$ cat src/rtl/ram_bist_pkg.sv
// Shared types and March C- element descriptors for the RAM BIST engine.
package ram_bist_pkg;

  typedef enum logic [3:0] {
    IDLE,
    M0,
    M1,
    M2,
    M3,
    M4,
    M5,
    DRAIN,
    DONE
  } state_e;

  // Element descriptors, bit i describes element Mi (bits 6/7 unused).
  localparam logic [7:0] EL_DOWN   = 8'b0001_1000;
  localparam logic [7:0] EL_RD_POL = 8'b0001_0100;
  localparam logic [7:0] EL_WR_POL = 8'b0000_1010;
  localparam logic [7:0] EL_HAS_RD = 8'b0011_1110;
  localparam logic [7:0] EL_HAS_WR = 8'b0001_1111;

  function automatic logic is_elem(state_e s);
    return s inside {M0, M1, M2, M3, M4, M5};
  endfunction

  function automatic logic [2:0] elem_idx(state_e s);
    case (s)
      M1:      return 3'd1;
      M2:      return 3'd2;
      M3:      return 3'd3;
      M4:      return 3'd4;
      M5:      return 3'd5;
      default: return 3'd0;
    endcase
  endfunction

  function automatic state_e next_elem(state_e s);
    case (s)
      M0:      return M1;
      M1:      return M2;
      M2:      return M3;
      M3:      return M4;
      M4:      return M5;
      default: return DRAIN;
    endcase
  endfunction

  function automatic int unsigned depth(int unsigned aw);
    return 32'd1 << aw;
  endfunction

  function automatic int unsigned last_addr(int unsigned aw);
    return depth(aw) - 32'd1;
  endfunction

endpackage

$ cat src/rtl/ram_bist_addr_gen.sv
// Loadable up/down address counter; last_o flags the terminal address for the loaded direction.
module ram_bist_addr_gen
  import ram_bist_pkg::*;
#(
  parameter int ADDR_W = 10
) (
  input  logic              clk_i,
  input  logic              rst_ni,
  input  logic              load_i,
  input  logic              down_i,
  input  logic              step_i,
  output logic [ADDR_W-1:0] addr_o,
  output logic              last_o
);

  localparam logic [ADDR_W-1:0] TOP = ADDR_W'(last_addr(ADDR_W));

  logic [ADDR_W-1:0] addr_q, addr_d;
  logic              down_q, down_d;

  always_comb begin
    addr_d = addr_q;
    down_d = down_q;
    if (load_i) begin
      down_d = down_i;
      addr_d = down_i ? TOP : '0;
    end else if (step_i) begin
      addr_d = down_q ? addr_q - 1'b1 : addr_q + 1'b1;
    end
  end

  always_ff @(posedge clk_i or negedge rst_ni) begin
    if (!rst_ni) begin
      addr_q <= '0;
      down_q <= 1'b0;
    end else begin
      addr_q <= addr_d;
      down_q <= down_d;
    end
  end

  assign addr_o = addr_q;
  assign last_o = (addr_q == (down_q ? '0 : TOP));

endmodule

$ cat src/rtl/ram_march_bist.sv
// March C- BIST engine: sole initiator of one single-port RAM while busy; reports pass/fail
// and captures the first failing address, read data and expected data.
module ram_march_bist
  import ram_bist_pkg::*;
#(
  parameter int                ADDR_W       = 10,
  parameter int                DATA_W       = 8,
  parameter logic [DATA_W-1:0] BG_PATTERN   = '0,
  parameter int                STOP_ON_FAIL = 0
) (
  input  logic              clk,
  input  logic              rst_n,
  input  logic              start,
  output logic              busy,
  output logic              done,
  output logic              fail,
  output logic [ADDR_W-1:0] fail_addr,
  output logic [DATA_W-1:0] fail_data,
  output logic [DATA_W-1:0] fail_exp,
  output logic              ram_we,
  output logic [ADDR_W-1:0] ram_addr,
  output logic [DATA_W-1:0] ram_din,
  input  logic [DATA_W-1:0] ram_dout
);

  function automatic logic [DATA_W-1:0] march_data(logic pol);
    return pol ? ~BG_PATTERN : BG_PATTERN;
  endfunction

  state_e            state_q, state_d;
  logic              phase_q, phase_d;
  logic              busy_q, busy_d;
  logic              done_q, fail_q;
  logic              ram_we_q, we_d;
  logic [DATA_W-1:0] ram_din_q, din_d;
  logic [ADDR_W-1:0] fail_addr_q;
  logic [DATA_W-1:0] fail_data_q, fail_exp_q;
  logic              cmp_vld_q;
  logic [DATA_W-1:0] exp_q;
  logic [ADDR_W-1:0] cmp_addr_q;

  logic [2:0]        el_cur, el_nxt;
  logic              in_el, nxt_in_el;
  logic              rd_op, adv, mismatch, start_ok;
  logic              ag_load, ag_down, ag_step, ag_last;
  logic [ADDR_W-1:0] ag_addr;

  ram_bist_addr_gen #(
    .ADDR_W(ADDR_W)
  ) u_addr_gen (
    .clk_i (clk),
    .rst_ni(rst_n),
    .load_i(ag_load),
    .down_i(ag_down),
    .step_i(ag_step),
    .addr_o(ag_addr),
    .last_o(ag_last)
  );

  // phase_q=1 marks the write half of an r,w pair; write-only M0 keeps it set.
  always_comb begin
    el_cur   = elem_idx(state_q);
    in_el    = is_elem(state_q);
    rd_op    = in_el && EL_HAS_RD[el_cur] && !phase_q;
    adv      = in_el && (phase_q || !EL_HAS_WR[el_cur]);
    mismatch = cmp_vld_q && (ram_dout != exp_q);
    start_ok = start && (state_q == IDLE || state_q == DONE);

    state_d = state_q;
    phase_d = phase_q;
    ag_load = 1'b0;
    ag_down = 1'b0;
    ag_step = 1'b0;

    case (state_q)
      IDLE, DONE: begin
        if (start) begin
          state_d = M0;
          phase_d = 1'b1;
          ag_load = 1'b1;
        end
      end
      DRAIN: begin
        state_d = DONE;
        ag_load = 1'b1;
      end
      default: begin
        if (adv && ag_last) begin
          state_d = next_elem(state_q);
          ag_load = 1'b1;
          ag_down = EL_DOWN[elem_idx(state_d)];
          phase_d = !EL_HAS_RD[elem_idx(state_d)];
        end else begin
          ag_step = adv;
          if (EL_HAS_RD[el_cur] && EL_HAS_WR[el_cur]) phase_d = !phase_q;
        end
      end
    endcase

    if (STOP_ON_FAIL != 0 && mismatch) begin
      state_d = DONE;
      ag_load = 1'b1;
      ag_down = 1'b0;
    end

    // Outputs are registered from the next-cycle operation.
    el_nxt    = elem_idx(state_d);
    nxt_in_el = is_elem(state_d);
    we_d      = nxt_in_el && EL_HAS_WR[el_nxt] && phase_d;
    din_d     = we_d ? march_data(EL_WR_POL[el_nxt]) : '0;
    busy_d    = nxt_in_el || (state_d == DRAIN);
  end

  always_ff @(posedge clk or negedge rst_n) begin
    if (!rst_n) begin
      state_q     <= IDLE;
      phase_q     <= 1'b0;
      busy_q      <= 1'b0;
      done_q      <= 1'b0;
      fail_q      <= 1'b0;
      ram_we_q    <= 1'b0;
      ram_din_q   <= '0;
      fail_addr_q <= '0;
      fail_data_q <= '0;
      fail_exp_q  <= '0;
      cmp_vld_q   <= 1'b0;
    end else begin
      state_q   <= state_d;
      phase_q   <= phase_d;
      busy_q    <= busy_d;
      ram_we_q  <= we_d;
      ram_din_q <= din_d;
      cmp_vld_q <= rd_op && (state_d != DONE);
      if (start_ok) begin
        done_q      <= 1'b0;
        fail_q      <= 1'b0;
        fail_addr_q <= '0;
        fail_data_q <= '0;
        fail_exp_q  <= '0;
      end else begin
        if (state_d == DONE && state_q != DONE) done_q <= 1'b1;
        if (mismatch) begin
          fail_q <= 1'b1;
          if (!fail_q) begin
            fail_addr_q <= cmp_addr_q;
            fail_data_q <= ram_dout;
            fail_exp_q  <= exp_q;
          end
        end
      end
    end
  end

  // Expected data and address of a read, consumed one cycle later when ram_dout returns.
  always_ff @(posedge clk) begin
    if (rd_op) begin
      exp_q      <= march_data(EL_RD_POL[el_cur]);
      cmp_addr_q <= ag_addr;
    end
  end

  assign busy      = busy_q;
  assign done      = done_q;
  assign fail      = fail_q;
  assign fail_addr = fail_addr_q;
  assign fail_data = fail_data_q;
  assign fail_exp  = fail_exp_q;
  assign ram_we    = ram_we_q;
  assign ram_addr  = ag_addr;
  assign ram_din   = ram_din_q;

endmodule
$ cat config.mk
export PLATFORM = sky130hd
export DESIGN_NAME = ram_march_bist
export DESIGN_NICKNAME = d
export VERILOG_FILES = /design/src/rtl/ram_bist_pkg.sv /design/src/rtl/ram_bist_addr_gen.sv /design/src/rtl/ram_march_bist.sv
export SDC_FILE = /design/constraint.sdc
export NUM_CORES = 1
export LEC_CHECK = 0
export BUFFER_PORTS_ARGS = -buffer_cell sky130_fd_sc_hd__buf_2
export CORE_AREA = 2 2 101 103
export DETAILED_ROUTE_END_ITERATION = 10
export DIE_AREA = 0 0 103 105
export SLEW_MARGIN = 0
export SYNTH_ARGS = -nofsm -noshare
export SYNTH_HDL_FRONTEND = slang
export SYNTH_SLANG_ARGS = --single-unit
$ cat constraint.sdc
create_clock -name clk -period 2.5 [get_ports clk]
set_input_delay 0.25 -clock clk [delete_from_list [all_inputs] [get_ports clk]]
set_output_delay 0.25 -clock clk [all_outputs]
set_load 0.02 [all_outputs]
==> flow_summary_export.csv <==
group,metric,value,unit
run_status,outcome,"finished clean",
global_routing,number_of_antenna_violations_at_the_first_check_in_global_routing,0,
flow_run,maxCapViolCount,0,
clock_network,ctsHoldBuffers,0,
final_layout,drive_gt1_frac,0.280,
critical_path,worstSetupPathType,"reg2reg",
final_layout,layout_area_growth_over_synthesis,17.8,%
pwr,largest_vdd_supply_drop,0.000349,V
sta,relSlewSlack,0.219,
critical_path,cp.required,2.73,ns
pwr,static-leakage-power,1.52,nW
synth,async_flop_share,0.788,
drt,detail_route.first_pass.iterations,4,
global_routing,met2_usage,0.191,
clock_network,number_of_h_tree_levels,2,
drt,num_vias,2214,
sta,rsz0062_at_grt,"false",
critical_path,path_delay_family,"simple AND/OR/NAND/NOR gates",
clock_network,cts_tree,"built",
global_routing,groute.usage.overall,0.121,
critical_path,critical_path_at,2.56,ns
synth,synth_area_per_cell,10.2,µm²
final_layout,utilization,0.335,
synth,synthDominantCellAreaShare,0.374,
sta,finalSetupViolCount,0,
drt,drt-total-wl,6500,µm
placed_design,global_placement_routability_congestion,0.851,
synth,synth_enable_flop_cells,11,
global_routing,maximum_number_of_pins_on_one_net_before_global_route_repair,42,
synth,mappedNetlistNets,288,
global_routing,busiest_layer,"met2",
drt,post-route-drc-count,0,
sta,clock_skew,0.00572,ns
global_routing,groute.layer.met1.usage,0.164,
global_routing,grt_ovf,0,
critical_path,cp_slowest_cell,"sky130_fd_sc_hd__dfrtp_2",
clock_network,clkSlewWorstSetupHoldPaths,0.10,ns
sta,setup-tns-final,0,ns
synth,post_synth_most_frequent_cells,"41 x sky130_fd_sc_hd__dfrtp_1, 24 x sky130_fd_sc_hd__a21oi_1, 23 x sky130_fd_sc_hd__nor2_1",
synth,syn_area,0.00275,mm²
sta,drv_slew,0,
placed_design,number_of_i_o_port_buffers,58,
sta,postLayoutSetupSlackWorst,0.170,ns
sta,finalCritPeriodShare,0.932,
drt,drt-initial-drc-count,164,
clock_network,cts_inserted_buffers,5,
critical_path,cp_slowest_stage_delay,0.47,ns
sta,timing.final.hold_violations,0,
synth,postSynth.topFlopCell,"sky130_fd_sc_hd__dfrtp_1",
critical_path,worstSetupEndpointType,"flip-flop",
global_routing,grt_pass1_vias,2030,
drt,post_drt_via_cell_ratio,4.91,
die,fp.dieH,105,µm
critical_path,startpoint_type,"flip-flop",
die,initial_core_util,0.285,
critical_path,cell_chain_critical_path,"buf_2, or3b_4, a2111oi_4, nand2_2, nor3_2, buf_4, a211oi_1, a21oi_1",
critical_path,cp_num_buf_inv,2,
die,fp.dieW,103,µm
synth,synthesized_flop_and_latch_total,52,
pwr,power_density_over_the_cells,632,mW/mm²
die,fp-row-count,36,
synth,yosys.cell_count.top_type,"sky130_fd_sc_hd__dfrtp_1",
synth,synth_cells,268,
synth,synth.area.top_cells,"sky130_fd_sc_hd__dfrtp_1 37%, sky130_fd_sc_hd__edfxtp_1 12%, sky130_fd_sc_hd__a22o_1 6.1%",
placed_design,placement.setup.worst_slack,0.0754,ns
placed_design,dp_hpwl,4650,µm
synth,yosys.area.top_type,"sky130_fd_sc_hd__dfrtp_1",
die,die_area,0.0108,mm²
clock_network,clock-sinks,52,
clock_network,clk_latency,0.31,ns
min_path,min-delay-path-class,"in2async",
final_layout,num_antenna_cells,0,
clock_network,cts_root_buf,"sky130_fd_sc_hd__clkbuf_8",
global_routing,globalRouteMet3Util,0.0274,
synth,yosysSeqAreaShare,0.494,
drt,route.detailed.wl_per_inst,14.4,µm
sta,timing.fmax,429,MHz
sta,timing_worst_slew_pin_value,1.16,ns
global_routing,global_route_wire_length_before_repair,10300,µm
clock_network,max-clock-path-buffers,2,
synth,yosys_cell_types,49,
die,core_region_area,0.00964,mm²
final_layout,finish.net_count,337,
synth,yosysWarnings,0,
drt,detail-route-antenna-nets,0,
critical_path,highest_fanout_seen_on_the_critical_path,11,
die,boundaryPins,59,
sta,layout_min_cycle_time,2.33,ns
[final cells by class]
| class | instances | area [µm²] |
|---|---|---|
| clock buffers | 6 | 72.6 |
| clock inverters | 2 | 16.3 |
| fillers | 1006 | 6410 |
| inverters | 7 | 26.3 |
| multi-input cells | 180 | 1210 |
| flip-flops and latches | 52 | 1360 |
| well taps | 133 | 166 |
| repair buffers | 71 | 385 |
[path summary, 6_finish.rpt]
check	startpoint	to	slack [ns]	depth (start not counted)
min in group clk	ram_dout[2]	fail_data[2]	0.18	2
hold / removal	rst_n	u_addr_gen.addr_o[6]	0.07	1
max in group asynchronous	rst_n	u_addr_gen.down_q	1.77	1
setup / recovery	u_addr_gen.down_q	u_addr_gen.addr_o[1]	0.17	8
hold reg to reg	cmp_addr_q[6]	fail_addr[6]	0.47	1
setup reg to reg	u_addr_gen.down_q	u_addr_gen.addr_o[1]	0.17	8
[power breakdown]
part | internal [mW] | switching (mW)
combinational | 0.228 | 0.308
sequential | 0.939 | 0.0748
clock | 0.200 | 0.292
total | 1.37 | 0.674
[logic make-up (layout without fill, tap and decap cells)]
group | count (synthesis) | in the layout | share of synthesized area
compound gates | 85 | 85 | 0.215
xor+xnor | 6 | 6 | 0.0191
simple gates | 79 | 79 | 0.150
fa+ha+maj | 9 | 9 | 0.0438
buf+inv | 36 | 86 | 0.0743
flops | 52 | 52 | 0.494
mux | 1 | 1 | 0.00365
[state kept, by name, summed over array words and instances, names as in the netlist, 4 cells and up]
register and count:
cmp_addr_q 10, fail_addr 10, fail_data 8, state_q 4, u_addr_gen.addr_o 10
[cells in the final DEF, fill, tap and decap left out, drive strengths merged, types with 7 or more instances in the layout]
cell | netlist | final
buf | 21 | 71
dfrtp | 41 | 41
a21oi | 24 | 24
nor2 | 23 | 23
a22o | 19 | 19
o21ai | 16 | 16
nand2 | 14 | 14
edfxtp | 11 | 11
ha | 8 | 8
inv | 7 | 7
nand3 | 7 | 7
nor3 | 7 | 7
[through the flow]
stage / hold WS (ns) / cells / instance area (µm²) / total power [mW]
final: 0.0703 / 451 / 3230 / 2.04
after global placement: 0.446 / 441 / 3120 / 1.56
after global routing: 0.156 / 451 / 3230 / 2.16
after CTS: 0.128 / 449 / 3210 / 2.05
after detailed placement: 0.453 / 441 / 3120 / 1.56
after floorplan: -0.0456 / 268 / 2750 / 1.36
[layer usage]
layer,vias up,part of all wire
li1,1067,-
met1,1072,0.46
met2,70,0.48
met3,5,0.056
met4,0,0.011
met5,-,0
[timing repair]
item	4_1_cts	5_1_grt
resized for setup	0	2
setup endpoints to repair	0	9
setup buffers	0	2
hold endpoints to repair	0	0
(Power assumes the default switching activity.)
